==> src/rtl/trace_buffer.sv <==
// Retire-trace capture buffer: packs up to NRET commit events per cycle into an
// in-order FIFO and replays them one per cycle on a valid/ready stream.
module trace_buffer #(
    parameter int unsigned NRET  = 2,
    parameter int unsigned DEPTH = 16,
    parameter int unsigned XLEN  = 32,
    parameter int unsigned SEQ_W = 16,
    parameter int unsigned CNT_W = 32
) (
    input  logic                     clk,
    input  logic                     reset,
    input  logic                     en,
    input  logic                     flush,
    input  logic [NRET-1:0]          in_valid,
    input  logic [NRET*XLEN-1:0]     in_pc,
    input  logic [NRET*32-1:0]       in_inst,
    input  logic [NRET-1:0]          in_rdv,
    input  logic [NRET*5-1:0]        in_rd,
    input  logic [NRET*XLEN-1:0]     in_rd_data,
    input  logic [NRET-1:0]          in_pcv,
    input  logic [NRET*XLEN-1:0]     in_pc_x,
    output logic                     out_valid,
    input  logic                     out_ready,
    output logic                     out_valid_i,
    output logic [XLEN-1:0]          out_pc,
    output logic [31:0]              out_inst,
    output logic                     out_rdv,
    output logic [4:0]               out_rd,
    output logic [XLEN-1:0]          out_rd_data,
    output logic                     out_pcv,
    output logic [XLEN-1:0]          out_pc_x,
    output logic [SEQ_W-1:0]         out_seq,
    output logic [$clog2(DEPTH):0]   level,
    output logic                     overflow,
    output logic [CNT_W-1:0]         drop_cnt,
    output logic [CNT_W-1:0]         retire_cnt
);

    localparam int unsigned PTR_W  = $clog2(DEPTH);
    localparam int unsigned LVL_W  = PTR_W + 1;
    localparam int unsigned NCNT_W = 3;
    localparam int unsigned SUM_W  = CNT_W + 1;

    typedef struct packed {
        logic             valid_i;
        logic [XLEN-1:0]  pc;
        logic [31:0]      inst;
        logic             rdv;
        logic [4:0]       rd;
        logic [XLEN-1:0]  rd_data;
        logic             pcv;
        logic [XLEN-1:0]  pc_x;
        logic [SEQ_W-1:0] seq;
    } entry_t;

    entry_t             mem [DEPTH];
    entry_t             head;
    entry_t             ent [NRET];
    logic [PTR_W-1:0]   wr_ptr;
    logic [PTR_W-1:0]   rd_ptr;
    logic [SEQ_W-1:0]   seq;

    logic [NRET-1:0]    ev;
    logic [NCNT_W-1:0]  off [NRET];
    logic [NCNT_W-1:0]  n_ev;
    logic [NCNT_W-1:0]  n_ret;
    logic [NCNT_W-1:0]  n_push;
    logic [LVL_W-1:0]   free;
    logic               drop;
    logic               accept;
    logic               pop;
    logic [SUM_W-1:0]   drop_sum;
    logic [CNT_W-1:0]   drop_nxt;

    // Per-channel event detect, packing offsets and entry payloads.
    always_comb begin
        n_ev  = '0;
        n_ret = '0;
        for (int i = 0; i < NRET; i++) begin
            ev[i]          = en & (in_valid[i] | in_rdv[i] | in_pcv[i]);
            off[i]         = n_ev;
            n_ev           = n_ev + NCNT_W'(ev[i]);
            n_ret          = n_ret + NCNT_W'(en & in_valid[i]);
            ent[i].valid_i = in_valid[i];
            ent[i].pc      = in_pc[i*XLEN +: XLEN];
            ent[i].inst    = in_inst[i*32 +: 32];
            ent[i].rdv     = in_rdv[i];
            ent[i].rd      = in_rd[i*5 +: 5];
            ent[i].rd_data = in_rd_data[i*XLEN +: XLEN];
            ent[i].pcv     = in_pcv[i];
            ent[i].pc_x    = in_pc_x[i*XLEN +: XLEN];
            ent[i].seq     = seq + SEQ_W'(off[i]);
        end
    end

    // All-or-nothing space check against start-of-cycle occupancy; pops never credit.
    always_comb begin
        free     = LVL_W'(DEPTH) - level;
        drop     = !flush && (LVL_W'(n_ev) > free);
        accept   = !flush && !drop;
        n_push   = accept ? n_ev : '0;
        pop      = out_valid && out_ready && !flush;
        drop_sum = {1'b0, drop_cnt} + SUM_W'(n_ev);
        drop_nxt = drop_sum[CNT_W] ? '1 : drop_sum[CNT_W-1:0];
    end

    always_ff @(posedge clk) begin
        if (!reset) begin
            for (int i = 0; i < DEPTH; i++) begin
                mem[i] <= '0;
            end
            wr_ptr     <= '0;
            rd_ptr     <= '0;
            seq        <= '0;
            level      <= '0;
            overflow   <= 1'b0;
            drop_cnt   <= '0;
            retire_cnt <= '0;
        end else begin
            retire_cnt <= retire_cnt + CNT_W'(n_ret);
            if (flush) begin
                wr_ptr <= '0;
                rd_ptr <= '0;
                level  <= '0;
            end else begin
                if (drop) begin
                    overflow <= 1'b1;
                    drop_cnt <= drop_nxt;
                end else if (n_ev != '0) begin
                    for (int i = 0; i < NRET; i++) begin
                        if (ev[i]) begin
                            mem[wr_ptr + PTR_W'(off[i])] <= ent[i];
                        end
                    end
                    wr_ptr <= wr_ptr + PTR_W'(n_ev);
                    seq    <= seq + SEQ_W'(n_ev);
                end
                if (pop) begin
                    rd_ptr <= rd_ptr + PTR_W'(1);
                end
                level <= level + LVL_W'(n_push) - LVL_W'(pop);
            end
        end
    end

    // Head entry is presented directly from storage.
    assign head        = mem[rd_ptr];
    assign out_valid   = (level != '0);
    assign out_valid_i = head.valid_i;
    assign out_pc      = head.pc;
    assign out_inst    = head.inst;
    assign out_rdv     = head.rdv;
    assign out_rd      = head.rd;
    assign out_rd_data = head.rd_data;
    assign out_pcv     = head.pcv;
    assign out_pc_x    = head.pc_x;
    assign out_seq     = head.seq;

endmodule
==> config.mk <==
export PLATFORM = sky130hd
export DESIGN_NAME = trace_buffer
export DESIGN_NICKNAME = d
export VERILOG_FILES = /design/src/rtl/trace_buffer.sv
export SDC_FILE = /design/constraint.sdc
export NUM_CORES = 2
export LEC_CHECK = 0
export ABC_CLOCK_PERIOD_IN_PS = 60900
export BUFFER_PORTS_ARGS = -buffer_cell sky130_fd_sc_hd__buf_2
export CAP_MARGIN = 20
export CELL_PAD_IN_SITES_DETAIL_PLACEMENT = 0
export CELL_PAD_IN_SITES_GLOBAL_PLACEMENT = 1
export CORE_ASPECT_RATIO = 1.25
export CORE_UTILIZATION = 59
export CTS_BUF_LIST = sky130_fd_sc_hd__clkbuf_8
export DETAILED_ROUTE_END_ITERATION = 6
export PLACE_DENSITY_LB_ADDON = 0.1
export SETUP_SLACK_MARGIN = 0.1
export SLEW_MARGIN = 25
export SYNTH_ARGS = -nofsm -noshare
export SYNTH_HDL_FRONTEND = slang
export SYNTH_SLANG_ARGS = --single-unit
export TNS_END_PERCENT = 5
==> constraint.sdc <==
create_clock -name clk -period 60.9 [get_ports clk]
set_input_delay 12.18 -clock clk [delete_from_list [all_inputs] [get_ports clk]]
set_output_delay 12.18 -clock clk [all_outputs]
set_load 0.01 [all_outputs]
==> results.md <==
- The flow ran to the end, and the final reports show no timing, DRC or antenna violations.
- The residual DRC count is 0.
- The cell internal power dissipation is 2.81 mW.
- Static timing analysis puts the maximum clock frequency at 0.0549 GHz.
- The worst relative slew slack is 0.0628.
- The count of nets after finishing is 7886.
- The die boundary height is 513 um.
- The cell type group with the largest total delay on the critical path is buffers and inverters.
- Setup repair after global routing left no endpoint under its margin.
- The via-per-instance ratio is 7.90.
- The power dissipated by switching net loads is 0.974 mW.
- The standard cell core area is 208000 sq um.
- In the post-synthesis netlist, the biggest area contributors are sky130_fd_sc_hd__edfxtp_1, sky130_fd_sc_hd__a22o_1, sky130_fd_sc_hd__mux4_2.
- The final critical-path share of the clock period is 0.299.
- The part of the total power dissipated in sequential elements is 0.528.
- The detailed router's first-iteration violation count is 13413.
- The weighted congestion at the end of routability-driven global placement is 0.836.
- The number of gates resized after CTS is 0.
- Together, buffers and inverters on the worst path number 4.
- Across the run, the number of max-cap violations was 0.
- The delay of the slowest cell on the worst path is 0.97 ns.
- The maximum fanout along the worst path is 120.
- TritonCTS created 413 clock buffers.
- The fraction of power spent switching nets is 0.257.
- The count of cell types in the netlist is 59.
- The clock period could shrink to 18.21 ns.
- Of the synthesized area, sequential elements account for 0.609.
- Buffers added to address setup during post-CTS repair amount to 0.
- The number of cell rows is 187.
- The count of buffers inserted at the top-level ports is 499.
- Summed over all layers, the routed wires come to 432000 um.
- The count of pins on the block boundary is 500.
- Fill cells in the final layout number 14688.
- STA classifies the critical path endpoint as a primary output.
- For this run, the number of standard cells in the final layout without fillers is 10672.
- Synthesis produced a netlist with a net count of 8108.
- The overall die area is 211000 sq um.
- The clock reaches the later pin of the worst-skew pair after 1.14 ns.
- The iteration count of the initial detailed-routing pass is 7.
- Walking the worst path, the cells encountered are buf_12 -> buf_4 -> buf_4 -> mux4_2 -> mux4_2 -> buf_2.
- The slowest stage of the critical path belongs to the cell sky130_fd_sc_hd__buf_4.
- The biggest area contributor in the post-synthesis netlist is sky130_fd_sc_hd__edfxtp_1.
- The synthesized area divided by synthesized cell count is 15.8 sq um.
- In the final routed layout, each cell accounts on average for 40.4 um.
- The total negative slack is 0 ns.
- Hold repair after CTS inserted 0 buffers.
- The overall track demand over capacity in global routing is 0.406.
- The leakage power of the design is 46.9 nW.
- The H-tree was split into 5 levels.
- The die extent in x is 411 um.
- For the pin with the worst max-slew slack, the measured transition is 1.41 ns.
- The cell count after synthesis is 7801.
- The maximum vdd drop is 0.0287 mV.
- The number of cells in the design after placement is 9901.
- Summing all placed instances gives a cell area of 126000 sq um.
- For this configuration, the core starts out at a cell density of 0.594.
- The category of the critical setup timing path is reg -> out.
- After global routing the overflow that remains totals 0.
- The share of the synthesized area in the top cell type is 0.593.
- The fraction of registers with async set/reset is 0.
- The clock tree skew after final layout is 0.0362 ns.
- The post-CTS clock slew at the launch and capture registers of the worst setup and hold paths is 0.06 ns.
- After routing the design area is 133000 sq um.
- The data required time at the worst endpoint is 48.72 ns.
- Yosys mapped a number of flops with a built-in enable equal to 2432.
- The detail route stage leaves a number of antenna-violating nets equal to 0.
- The number of max-slew violations in the final report is 0.
- The worst setup path is launched from a flop.
- The most common cell in the netlist is sky130_fd_sc_hd__edfxtp_1.
- In the final layout, the share of cells above drive strength 1 is 0.253.
- Relative to the synthesized area, the layout overhead comes to 8.27%.
- Yosys printed 0 warnings.
- Across all layers, the routed design uses 84345 vias.
- The tightest min-delay check is of the reg -> reg type.
- The ratio of total power to cell area is 28.4 nW/um^2.
- The relative contribution of combinational cells to total power is 0.113.
- The final core utilization is 0.643.
- The count of endpoints failing hold in the final timing report is 0.
- At the worst endpoint, the arrival time is 6.03 ns.
- The clock root buffer master is sky130_fd_sc_hd__clkbuf_8.
- After synthesis the netlist holds a flip-flop and latch count of 2530.
- The part of the power in the clock network is 0.359.
- Entering global routing, the biggest net connects 125 pins.
- The half-perimeter wire length after placement is 209000 um.
- The setup violation total in the final timing report is 0.
- In this run the deepest clock path goes through 4 buffers.
- After synthesis, the most frequently instantiated cells are sky130_fd_sc_hd__edfxtp_1, sky130_fd_sc_hd__a22o_1, sky130_fd_sc_hd__clkbuf_1, sky130_fd_sc_hd__mux4_2, sky130_fd_sc_hd__buf_1.
- The total number of clock tree sinks is 2530.
- The CTS tree is built.
- The number of global-route vias before repair is 83542.
- The initial antenna violation count is 92.
- Summing every instance area after synthesis gives 123000 sq um.
- For this run, the leading register cell type out of synthesis is sky130_fd_sc_hd__edfxtp_1.
- The first-pass GRT wire length is 608000 um.
-- power by group through the flow --
| stage | combinational [mW] | clock (mW) | sequential [mW] |
|---|---|---|---|
| 2_1_floorplan | 0.277 | 0 | 2.07 |
| 3_3_place_gp | 0.416 | 0 | 2.03 |
| 3_5_place_dp | 0.420 | 0 | 2.04 |
| 4_1_cts | 0.421 | 1.36 | 2.00 |
| 5_1_grt | 0.443 | 1.44 | 2.01 |
| 6_report | 0.427 | 1.36 | 2.00 |
-- cell families after synthesis --
logic type / share of synthesized area
compound gates: 0.183
mux: 0.137
flops: 0.609
xor+xnor: 0.00498
fa+ha+maj: 0.00335
simple gates: 0.0181
buf+inv: 0.0443
-- worst paths after layout --
check | start | endpoint | slack (ns) | cells past startpoint
min | overflow | overflow | 0.49 | 2
min reg2reg | overflow | overflow | 0.49 | 2
max | flop | out_inst[26] | 42.69 | 6
max reg2reg | level[0] | mem[9][111] | 55.04 | 13
-- cell type report --
cell class | instances | area, sq um | area share
Multi-Input combinational cell | 3908 | 43000 | 0.322
Antenna cell | 49 | 123 | 0.000919
Clock inverter | 294 | 1400 | 0.0105
Sequential cell | 2530 | 75000 | 0.562
Tap cell | 2740 | 3430 | 0.0257
Clock buffer | 425 | 5850 | 0.0439
Inverter | 32 | 120 | 0.000901
Timing Repair Buffer | 694 | 4450 | 0.0334
-- through the flow --
stage               setup slack (ns)  total power [mW]  hold WS [ns]
floorplan                      27.55              2.35         0.485
global placement               42.50              2.45         0.461
detailed placement             42.55              2.46         0.466
CTS                            42.69              3.79         0.494
global route                   42.60              3.89         0.510
finish                         42.69              3.79         0.491
-- per-layer routing --
| metal | global-route usage | wire length (um) |
|---|---|---|
| met1 | 0.547 | 149000 |
| met2 | 0.623 | 201000 |
| met3 | 0.112 | 62700 |
| met4 | 0.175 | 17800 |
| met5 | 0.00368 | 505 |
-- state kept, by name (all words and copies together) (netlist names), named ones only --
| name | flops |
|---|---|
| drop_cnt | 32 |
| retire_cnt | 32 |
| overflow | 1 |
| wr_ptr | 4 |
| seq | 16 |
| mem | 2432 |
| level | 5 |
| rd_ptr | 4 |
-- worst register-to-register path, cell delays in order, from the launching register on --
cell and delay, ns:
sky130_fd_sc_hd__dfxtp_1 0.46, sky130_fd_sc_hd__inv_1 0.07, sky130_fd_sc_hd__ha_1 0.28, sky130_fd_sc_hd__inv_1 0.04, sky130_fd_sc_hd__ha_1 0.30, sky130_fd_sc_hd__nor2b_1 0.16
sky130_fd_sc_hd__o2111ai_1 0.47, sky130_fd_sc_hd__nor2_4 0.31, sky130_fd_sc_hd__or3_2 0.54, sky130_fd_sc_hd__buf_4 0.35, sky130_fd_sc_hd__or2_2 0.43, sky130_fd_sc_hd__o211ai_1 0.29
sky130_fd_sc_hd__buf_12 0.69, sky130_fd_sc_hd__buf_4 1.03
-- cell usage in the layout (no fill, tap or decap), types with 8 or more instances in the layout --
| cell type | Yosys | layout |
|---|---|---|
| sky130_fd_sc_hd__edfxtp_1 | 2432 | 2432 |
| sky130_fd_sc_hd__a22o_1 | 2208 | 2208 |
| sky130_fd_sc_hd__mux4_2 | 740 | 740 |
| sky130_fd_sc_hd__buf_2 | 169 | 499 |
| sky130_fd_sc_hd__clkbuf_8 | 0 | 425 |
| sky130_fd_sc_hd__inv_1 | 32 | 166 |
| sky130_fd_sc_hd__buf_4 | 33 | 152 |
| sky130_fd_sc_hd__a21oi_1 | 148 | 148 |
| sky130_fd_sc_hd__o2bb2ai_1 | 122 | 122 |
| sky130_fd_sc_hd__clkinv_1 | 0 | 95 |
| sky130_fd_sc_hd__dfxtp_1 | 98 | 93 |
| sky130_fd_sc_hd__nor2_1 | 93 | 91 |
| sky130_fd_sc_hd__a21o_1 | 86 | 86 |
| sky130_fd_sc_hd__nand3_1 | 54 | 53 |
| sky130_fd_sc_hd__diode_2 | 0 | 49 |
| sky130_fd_sc_hd__nand2_1 | 49 | 49 |
| sky130_fd_sc_hd__clkinv_2 | 0 | 49 |
| sky130_fd_sc_hd__xor2_1 | 39 | 36 |
| sky130_fd_sc_hd__o21ai_0 | 33 | 33 |
| sky130_fd_sc_hd__buf_12 | 0 | 32 |
| sky130_fd_sc_hd__xnor2_1 | 31 | 29 |
| sky130_fd_sc_hd__mux2i_1 | 26 | 26 |
| sky130_fd_sc_hd__ha_1 | 25 | 25 |
| sky130_fd_sc_hd__nor2b_1 | 24 | 24 |
| sky130_fd_sc_hd__a211oi_1 | 22 | 22 |
| sky130_fd_sc_hd__nor3_1 | 25 | 20 |
| sky130_fd_sc_hd__nand4_1 | 19 | 19 |
| sky130_fd_sc_hd__or3_1 | 18 | 17 |
| sky130_fd_sc_hd__nor4_4 | 15 | 16 |
| sky130_fd_sc_hd__and3_1 | 14 | 14 |
| sky130_fd_sc_hd__a221o_1 | 14 | 14 |
| sky130_fd_sc_hd__nor3_4 | 1 | 13 |
| sky130_fd_sc_hd__o311ai_2 | 0 | 12 |
| sky130_fd_sc_hd__nand2b_1 | 9 | 9 |
| sky130_fd_sc_hd__bufinv_16 | 0 | 8 |
| sky130_fd_sc_hd__buf_6 | 1 | 8 |
No activity file was read; power rests on OpenSTA's default activity.
